## config.mk

```make
export PLATFORM = sky130hd
export DESIGN_NAME = huff_bit_packer
export DESIGN_NICKNAME = d
export VERILOG_FILES = /design/src/rtl/huff_bit_packer.sv
export SDC_FILE = /design/constraint.sdc
export NUM_CORES = 1
export LEC_CHECK = 0
export ABC_AREA = 1
export CELL_PAD_IN_SITES_DETAIL_PLACEMENT = 1
export CELL_PAD_IN_SITES_GLOBAL_PLACEMENT = 2
export CORE_AREA = 2 2 108 110
export CTS_CLUSTER_SIZE = 24
export DETAILED_ROUTE_END_ITERATION = 8
export DIE_AREA = 0 0 110 112
export GPL_ROUTABILITY_DRIVEN = 1
export GPL_TIMING_DRIVEN = 0
export PLACE_DENSITY_LB_ADDON = 0.1
export SKIP_CTS_REPAIR_TIMING = 1
export SLEW_MARGIN = 20
export SYNTH_ARGS = -nofsm -noshare
export SYNTH_HDL_FRONTEND = slang
export SYNTH_SLANG_ARGS = --single-unit
```

## constraint.sdc

```tcl
create_clock -name clk -period 2.3 [get_ports clk]
set_input_delay 0.345 -clock clk [delete_from_list [all_inputs] [get_ports clk]]
set_output_delay 0.345 -clock clk [all_outputs]
set_load 0.1 [all_outputs]
```

## src/rtl/huff_bit_packer.sv

```systemverilog
// Bit packer: concatenates LSB-first variable-length codeword bundles into a continuous
// stream and emits fixed-width words; flush drains the partial tail word marked out_last.
module huff_bit_packer #(
   parameter int IN_WIDTH          = 16,
   parameter int IN_LEN_WIDTH      = 5,
   parameter int OUTPUT_BLOCK_SIZE = 8,
   parameter int NB_WIDTH          = $clog2(OUTPUT_BLOCK_SIZE + 1)
) (
   input  logic                         clk,
   input  logic                         rst_n,
   input  logic                         in_valid,
   output logic                         in_ready,
   input  logic [IN_WIDTH-1:0]          in_bits,
   input  logic [IN_LEN_WIDTH-1:0]      in_len,
   input  logic                         flush,
   output logic                         out_valid,
   input  logic                         out_ready,
   output logic [OUTPUT_BLOCK_SIZE-1:0] out_word,
   output logic [NB_WIDTH-1:0]          out_nbits,
   output logic                         out_last,
   output logic                         flush_done
);

   localparam int AW = IN_WIDTH + OUTPUT_BLOCK_SIZE - 1;
   localparam int CW = $clog2(AW + 1);
   localparam logic [CW-1:0]           OBS_C = CW'(OUTPUT_BLOCK_SIZE);
   localparam logic [IN_LEN_WIDTH-1:0] IW_C  = IN_LEN_WIDTH'(IN_WIDTH);

   typedef enum logic [1:0] {RUN, FLUSH, DONE} state_t;

   state_t                  state, state_nxt;
   logic [AW-1:0]           acc;
   logic [CW-1:0]           count;
   logic [IN_LEN_WIDTH-1:0] len_eff;
   logic [IN_WIDTH-1:0]     masked;
   logic                    below_obs;
   logic                    out_free;
   logic                    do_push;
   logic                    do_pop;
   logic                    do_last;
   logic                    do_fdone;

   // Bits above the clamped length are zeroed so acc stays zero above count.
   always_comb begin
      len_eff = (in_len > IW_C) ? IW_C : in_len;
      masked  = '0;
      for (int unsigned i = 0; i < IN_WIDTH; i++) begin
         if (i < 32'(len_eff)) masked[i] = in_bits[i];
      end
   end

   always_ff @(posedge clk) begin
      if (!rst_n) state <= RUN;
      else        state <= state_nxt;
   end

   always_comb begin
      state_nxt = state;
      case (state)
         RUN:     if (flush) state_nxt = FLUSH;
         FLUSH:   if (below_obs && out_free) state_nxt = DONE;
         DONE:    if (!out_valid) state_nxt = RUN;
         default: state_nxt = RUN;
      endcase
   end

   always_comb begin
      below_obs = (count < OBS_C);
      out_free  = !out_valid || out_ready;
      in_ready  = rst_n && (state == RUN) && below_obs;
      do_push   = in_valid && in_ready;
      do_pop    = !below_obs && out_free;
      do_last   = (state == FLUSH) && below_obs && (count != '0) && out_free;
      do_fdone  = (state == DONE) && !out_valid;
   end

   always_ff @(posedge clk) begin
      if (!rst_n) begin
         acc        <= '0;
         count      <= '0;
         out_word   <= '0;
         out_nbits  <= '0;
         out_valid  <= 1'b0;
         out_last   <= 1'b0;
         flush_done <= 1'b0;
      end else begin
         flush_done <= do_fdone;
         if (do_push) begin
            acc   <= acc | (AW'(masked) << count);
            count <= count + CW'(len_eff);
         end else if (do_pop) begin
            acc   <= acc >> OUTPUT_BLOCK_SIZE;
            count <= count - OBS_C;
         end else if (do_last) begin
            acc   <= '0;
            count <= '0;
         end
         // Pop and last-word load share the output register; they never coincide.
         if (do_pop || do_last) begin
            out_word  <= acc[OUTPUT_BLOCK_SIZE-1:0];
            out_nbits <= do_pop ? NB_WIDTH'(OUTPUT_BLOCK_SIZE) : NB_WIDTH'(count);
            out_last  <= do_last;
            out_valid <= 1'b1;
         end else if (out_ready) begin
            out_valid <= 1'b0;
         end
      end
   end

endmodule

```

==> results of run 1 <==
[sequential cells by signal, indices dropped and copies added, names as in the netlist]
register,cells
count,5
flush_done,1
out_last,1
out_valid,1
state,2
out_word,8
out_nbits,4
acc,23
[power by group through the flow]
stage	clock, mW	sequential [mW]	combinational, mW
after global placement	0	1.10	3.35
final	0.858	1.10	3.36
after detailed placement	0	1.11	3.38
after floorplan	0	1.73	1.78
after global routing	0.903	1.12	3.67
after CTS	0.879	1.10	3.40
[cell usage in the layout (no fill, tap or decap), types with 4 or more instances in the layout]
cell type / synthesis / routed
nand2_1: 132 / 132
nand3_1: 73 / 73
nor2_1: 49 / 49
dfxtp_1: 45 / 44
inv_1: 41 / 37
clkdlybuf4s50_1: 0 / 35
a21oi_1: 34 / 32
o21ai_0: 32 / 28
o21ai_1: 9 / 13
buf_2: 14 / 11
nand4_1: 9 / 9
a31oi_1: 9 / 9
nand2_2: 8 / 8
nor2_2: 7 / 7
inv_2: 4 / 6
buf_6: 2 / 6
clkbuf_1: 7 / 6
nor2_4: 5 / 5
nand3_2: 5 / 5
clkbuf_16: 0 / 5
a21oi_2: 2 / 4
ha_1: 5 / 4
dlymetal6s2s_1: 0 / 4
[Yosys cell counts, drive strengths merged]
cell type | count | area, µm²
nand2 | 142 | 568
nand3 | 78 | 415
nor2 | 61 | 284
inv | 46 | 175
dfxtp | 45 | 901
o21ai | 42 | 214
a21oi | 36 | 188
buf | 19 | 111
a31oi | 9 | 56.3
nand4 | 9 | 56.3
clkbuf | 8 | 31.3
ha | 5 | 62.6
o211ai | 5 | 47.5
a21boi | 3 | 26.3
nor3 | 3 | 15.0
or2 | 3 | 18.8
clkinv | 2 | 7.51
a2111oi | 1 | 8.76
a21o | 1 | 7.51
a32oi | 1 | 8.76
nor4 | 1 | 21.3
o21bai | 1 | 7.51
o31ai | 1 | 7.51
xnor2 | 1 | 8.76
[stage by stage]
step	hold slack (ns)	total power, mW	cells	TNS [ns]
global route	0.499	5.69	714	0
CTS	0.470	5.38	714	-0.631
global placement	0.442	4.45	706	-3.33
finish	0.465	5.32	714	0
detailed placement	0.453	4.50	706	-3.67
floorplan	0.429	3.51	523	-7.79
[cell families (layout without fill, tap and decap cells)]
family          Yosys count  in the layout  share of synthesized area (%)
xor+xnor                  1              1                          0.270
flops                    45             45                           27.7
compound gates          100            100                           17.6
fa+ha+maj                 5              5                           1.93
simple gates            297            297                           42.4
buf+inv                  75            123                           10.0
[layer usage]
metal / vias up / part of all wire, % / global-route usage (%)
li1: 1831 / - / -
met1: 1764 / 47 / 28.8
met2: 63 / 48 / 36.9
met3: 17 / 3.1 / 2.22
met4: 0 / 1.5 / 5.23
met5: - / 0 / 0
[worst register-to-register path: stages (launching register included)]
cell and delay (ns):
dfxtp_2 0.32, buf_6 0.14, inv_6 0.09, ha_4 0.14
inv_2 0.05, nand2_1 0.34, inv_1 0.24, clkbuf_2 0.27
a32oi_1 0.31, o21ai_1 0.12
[final cells by class]
class | count | area, µm²
inverters | 48 | 190
flip-flops and latches | 45 | 902
multi-input cells | 403 | 2040
well taps | 143 | 179
clock inverters | 1 | 30.0
plain buffers | 27 | 176
fillers | 1473 | 7110
clock buffers | 7 | 143
repair buffers | 40 | 405
[path summary, 6_finish.rpt]
kind | endpoint | slack [ns] | from
min reg2reg | flush_done | 0.46 | out_valid
min | flush_done | 0.46 | out_valid
max reg2reg | acc[0] | 0.17 | count[3]
max | out_valid | 0.13 | out_valid
==> flow_summary.yaml, run 1 <==
sta:
  layout_min_cycle_time_ns: 2.17
  timing.fmax_mhz: 460
  finalClockSkew_ns: 0.00847
  worst_pin_slew_ns: 0.972
  final.setup.worst_slack_ns: 0.125
  finalHoldViolCount: 0
  slew-limit-headroom_pct: 35.0
  period_share_pct: 94.6
  rsz0062_at_grt: "no"
  maxSlewViolCount: 0
  setup_violations: 0
global_route:
  grt_pass1_vias: 3890
  grt_overflow: 0
  grt_first_pass_wirelength_um: 20500
  groute.usage.overall_pct: 21.6
  antenna_found_initial: 0
  grt_max_degree: 14
floorplanning:
  rows: 39
  die_h_um: 112
  pin_count: 42
  die_w_um: 110
  design.die.area_mm2: 0.0123
  core_mm2: 0.0112
  start_util_pct: 29.1
worst_setup_path:
  cp_cell_sequence: "clkdlybuf4s50_1"
  crit_path_end_kind: "output pin"
  path_depth: 1
  required_ns: 1.96
  crit_type: "reg2out"
  critPathBufInv: 1
  critPathMaxFanout: 4
  reg2reg_depth: 9
  crit_path_top_delay_cell: "clkdlybuf4s50_1"
  critPathArrivalTime_ns: 1.83
  max_stage_delay_ns: 1.16
  cp_top_family: "buffers and inverters"
  startpoint_type: "register"
clocking:
  root_buffer: "clkbuf_16"
  cts-htree-levels: 2
  cts_sinks: 45
  clk_pin_slew_ns: 0.06
  clk-insertion-delay-late_ns: 0.30
  cts_made_buffers: 5
  cts_tree: "done"
  clockBufferDepth: 2
synthesis:
  ys_seq_area_share_pct: 27.7
  synthesis.area_mm2: 0.00325
  synth_nets: 554
  syn_avg_cell_area_um2: 6.21
  synthDistinctLibCells: 41
  ys_seq_elements: 45
  yosysWarnings: 0
  netlist_instances: 523
power:
  p_leak_nw: 1.77
  pwr-share-comb_pct: 63.3
  internal_power_mw: 2.45
  pwr-share-clk_pct: 16.1
  peakVddDrop_v: 0.00110
  sequentialPowerShare_pct: 20.6
  switching_power_mw: 2.87
  p_per_area_mw_per_mm2: 1310
  p_sw_share_pct: 54.0
detailed_routing:
  via_count: 3675
  drt-initial-drc-count: 155
  postRouteAntennaNets: 0
  wl_per_cell_um: 17.7
  drc: 0
  routed_via_density: 5.15
  firstDrtPassIters: 4
  wirelength_um: 12700
min_path:
  hp-class: "reg2reg"
  hold_path_depth: 1
layout:
  drive_gt1_share_pct: 13.7
  finish.instance_area_mm2: 0.00407
  n_antenna_cell: 0
  area_delta_synth_final_pct: 25.2
  layout.nets: 601
  post-route-util_pct: 36.4
placed_design:
  numPortBuffers: 40
  pre_cts_slack_ns: -0.409
  place_area_mm2: 0.00389
  place.gp.congestion: 0.831
  dpl.hpwl_um: 10100
status:
  status: "complete, no violations"
run:
  drv_cap: 0
Note: power is estimated with default switching activity, not from simulation.
==> run 2, diff against run 1 <==
- SETUP_SLACK_MARGIN: not set -> 0.05
==> flow_summary.yaml, run 2 (synthesis gave the netlist of run 1 again) <==
status:
  status: "complete, no violations"
detailed_routing:
  postRouteAntennaNets: 0
  via_count: 3663
  routed_via_density: 5.13
  firstDrtPassIters: 4
  drt-initial-drc-count: 155
  drc: 0
  wl_per_cell_um: 17.7
  wirelength_um: 12700
global_route:
  grt_overflow: 0
  grt_max_degree: 14
  grt_pass1_vias: 3890
  groute.usage.overall_pct: 21.6
  antenna_found_initial: 0
  grt_first_pass_wirelength_um: 20500
power:
  p_leak_nw: 1.77
  p_total_mw: 5.34
  p_per_area_mw_per_mm2: 1310
  peakVddDrop_v: 0.00112
min_path:
  hold_path_depth: 1
  min_from: "out_valid"
  hp-class: "reg2reg"
layout:
  largest-register: "acc"
  reg_top3: "acc x23, out_word x8, count x5"
  final_cell_mix: "nand2_1, nand3_1, nor2_1, dfxtp_1, inv_1"
  area_delta_synth_final_pct: 25.4
  layout.nets: 601
  drive_gt1_share_pct: 14.0
  post-route-util_pct: 36.5
  n_antenna_cell: 0
  final_common_cell: "nand2_1"
  largest_register_ffs: 23
sta:
  slew-limit-headroom_pct: 35.0
  layout_min_cycle_time_ns: 2.17
  timing.fmax_mhz: 460
  period_share_pct: 94.5
  rsz0062_at_grt: "no"
  maxSlewViolCount: 0
  setup_violations: 0
  worst_pin_slew_ns: 0.972
  finalHoldViolCount: 0
  finalClockSkew_ns: 0.00857
clocking:
  clk_pin_slew_ns: 0.06
  cts_tree: "done"
  cts_sinks: 45
  clockBufferDepth: 2
  clk-insertion-delay-late_ns: 0.30
  cts-htree-levels: 2
  root_buffer: "clkbuf_16"
  cts_made_buffers: 5
worst_setup_path:
  max_stage_delay_ns: 1.16
  reg2reg_depth: 13
  startpoint_type: "register"
  cp_cell_sequence: "clkdlybuf4s50_1"
  startpoint: "out_valid"
  crit_type: "reg2out"
  required_ns: 1.96
  critPathMaxFanout: 4
  crit-reg2reg-launch: "count[3]"
  critPathBufInv: 1
  path_depth: 1
  critPathArrivalTime_ns: 1.83
  cp_top_family: "buffers and inverters"
  crit_path_end_kind: "output pin"
  crit_path_top_delay_cell: "clkdlybuf4s50_1"
run:
  drv_cap: 0
floorplanning:
  die_h_um: 112
  core_mm2: 0.0112
  design.die.area_mm2: 0.0123
  rows: 39
  pin_count: 42
  start_util_pct: 29.1
  die_w_um: 110
placed_design:
  place.gp.congestion: 0.831
  numPortBuffers: 40
  dpl.hpwl_um: 10100
-- run 2: path summary, 6_finish.rpt --
check / slack (ns) / end
worst max-delay path: 0.13 / out_valid
worst min-delay path: 0.46 / flush_done
worst max register to register: 0.27 / acc[6]
worst min register to register: 0.46 / flush_done
-- run 2: metal layers --
metal / up-vias / global-route usage, % / part of all wire, %
met3: 17 / 2.22 / 3.0
li1: 1830 / - / -
met5: - / 0 / 0
met4: 0 / 5.23 / 1.5
met2: 56 / 36.9 / 48
met1: 1760 / 28.8 / 47
-- run 2: cell type report --
| cell class | count | area (µm²) |
|---|---|---|
| Fill cell | 1472 | 7100 |
| Inverter | 48 | 194 |
| Buffer | 27 | 176 |
| Clock inverter | 1 | 30.0 |
| Timing Repair Buffer | 40 | 405 |
| Clock buffer | 7 | 143 |
| Tap cell | 143 | 179 |
| Sequential cell | 45 | 902 |
| Multi-Input combinational cell | 403 | 2040 |
-- run 2: through the flow --
step           hold WS, ns  setup TNS (ns)  cells  worst slack, ns  instance area (µm²)
3_5_place_dp         0.453           -3.67    706           -0.409                 3890
4_1_cts              0.470          -0.631    714           -0.507                 4060
6_report             0.465               0    714            0.126                 4070
3_3_place_gp         0.442           -3.33    706           -0.373                 3890
5_1_grt              0.499               0    714           0.0668                 4070
2_1_floorplan        0.429           -7.79    523           -0.339                 3310
-- run 2: report_power, final --
part	internal, mW	switching [mW]
Clock	0.543	0.314
Sequential	0.972	0.123
Combinational	0.939	2.45
Total	2.45	2.88
==> run 3, diff against run 2 <==
- CTS_CLUSTER_SIZE: 24 -> 8
- MAX_ROUTING_LAYER: not set -> met4
==> flow_summary.yaml, run 3 (synthesis gave the netlist of run 1 again) <==
status:
  status: "complete, no violations"
layout:
  final_common_cell: "nand2_1"
  layout.nets: 601
  fillers: 1472
  largest_register_ffs: 23
  drive_gt1_share_pct: 14.0
  area_delta_synth_final_pct: 25.4
  n_antenna_cell: 0
  final_cell_mix: "nand2_1, nand3_1, nor2_1, dfxtp_1, inv_1"
  post-route-util_pct: 36.5
  reg_top3: "acc x23, out_word x8, count x5"
  largest-register: "acc"
worst_setup_path:
  crit_path_end_kind: "output pin"
  cp_top_family: "buffers and inverters"
  required_ns: 1.96
  critPathArrivalTime_ns: 1.83
  startpoint: "out_valid"
  reg2reg_to: "acc[6]"
  crit_type: "reg2out"
  reg2reg_depth: 13
  max_stage_delay_ns: 1.16
  critPathMaxFanout: 4
  startpoint_type: "register"
  crit-reg2reg-launch: "count[3]"
  cp_cell_sequence: "clkdlybuf4s50_1"
  ff2ff_setup_slack_ns: 0.27
  critPathBufInv: 1
  crit_end: "out_valid"
  path_depth: 1
  crit_path_top_delay_cell: "clkdlybuf4s50_1"
global_route:
  groute.usage.overall_pct: 22.2
  grt_first_pass_wirelength_um: 20500
  grt_overflow: 0
  grt_pass1_vias: 3885
  antenna_found_initial: 0
  grt_max_degree: 14
power:
  p_leak_nw: 1.77
  p_per_area_mw_per_mm2: 1310
  peakVddDrop_v: 0.00112
floorplanning:
  pin_count: 42
  rows: 39
  core_mm2: 0.0112
  start_util_pct: 29.1
  design.die.area_mm2: 0.0123
  die_h_um: 112
  die_w_um: 110
detailed_routing:
  wl_met1_um: 5990
  highest_layer: "met4"
  firstDrtPassIters: 4
  via_count: 3674
  wirelength_um: 12700
  wl_per_cell_um: 17.8
  postRouteAntennaNets: 0
  wl_met3_um: 343
  met2_length_um: 6170
  routed_via_density: 5.15
  drt-initial-drc-count: 144
  drc: 0
min_path:
  hold_path_depth: 1
  hp-class: "reg2reg"
clocking:
  root_buffer: "clkbuf_16"
  cts_made_buffers: 5
  clockBufferDepth: 2
  cts-htree-levels: 2
  clk_pin_slew_ns: 0.06
  clk-insertion-delay-late_ns: 0.30
  cts_sinks: 45
  cts_tree: "done"
sta:
  rsz0062_at_grt: "no"
  maxSlewViolCount: 0
  finalClockSkew_ns: 0.00584
  setup_violations: 0
  slew-limit-headroom_pct: 35.0
  finalHoldViolCount: 0
  period_share_pct: 94.6
  timing.fmax_mhz: 460
  fin_setup_tns_ns: 0
  worst_pin_slew_ns: 0.972
  layout_min_cycle_time_ns: 2.18
placed_design:
  dpl.hpwl_um: 10100
  numPortBuffers: 40
  place.gp.congestion: 0.843
run:
  drv_cap: 0
-- run 3: cell counts in the layout (fill, tap and decap cells not counted) --
Identical to the previous run, type by type.
-- run 3: per-layer routing --
| layer | up-vias | track usage (%) |
|---|---|---|
| li1 | 1835 | - |
| met1 | 1770 | 28.9 |
| met2 | 56 | 36.8 |
| met3 | 13 | 2.22 |
| met4 | 0 | 5.23 |
| met5 | - | - |
-- run 3: report_power, final --
part           total [mW]  switching, mW  internal [mW]  leakage, nW
Sequential           1.10          0.123          0.972        0.367
Combinational        3.38           2.45          0.939         1.32
Clock               0.859          0.316          0.543       0.0841
-- run 3: final cells by class --
type	instances	area, µm²	area share, %
multi-input cells	403	2040	50.2
clock buffers	7	143	3.50
plain buffers	27	176	4.33
inverters	48	194	4.76
clock inverters	1	30.0	0.737
repair buffers	40	405	9.95
well taps	143	179	4.39
flip-flops and latches	45	902	22.1
-- run 3: metrics by stage --
stage / worst slack (ns) / area [µm²] / total power [mW] / cells / hold WS [ns]
6_report: 0.125 / 4070 / 5.34 / 714 / 0.465
5_1_grt: 0.0662 / 4070 / 5.71 / 714 / 0.499
4_1_cts: -0.507 / 4060 / 5.38 / 714 / 0.470
3_5_place_dp: -0.409 / 3890 / 4.50 / 706 / 0.453
3_3_place_gp: -0.373 / 3890 / 4.45 / 706 / 0.442
2_1_floorplan: -0.339 / 3310 / 3.51 / 523 / 0.429
-- run 3: how the worst min path moves through the flow --
stage	start	end	slack [ns]
floorplan	acc[18]	acc[18]	0.43
global placement	acc[18]	acc[18]	0.44
detailed placement	out_valid	flush_done	0.45
CTS	acc[18]	acc[18]	0.47
global route	acc[20]	acc[20]	0.50
finish	out_valid	flush_done	0.46
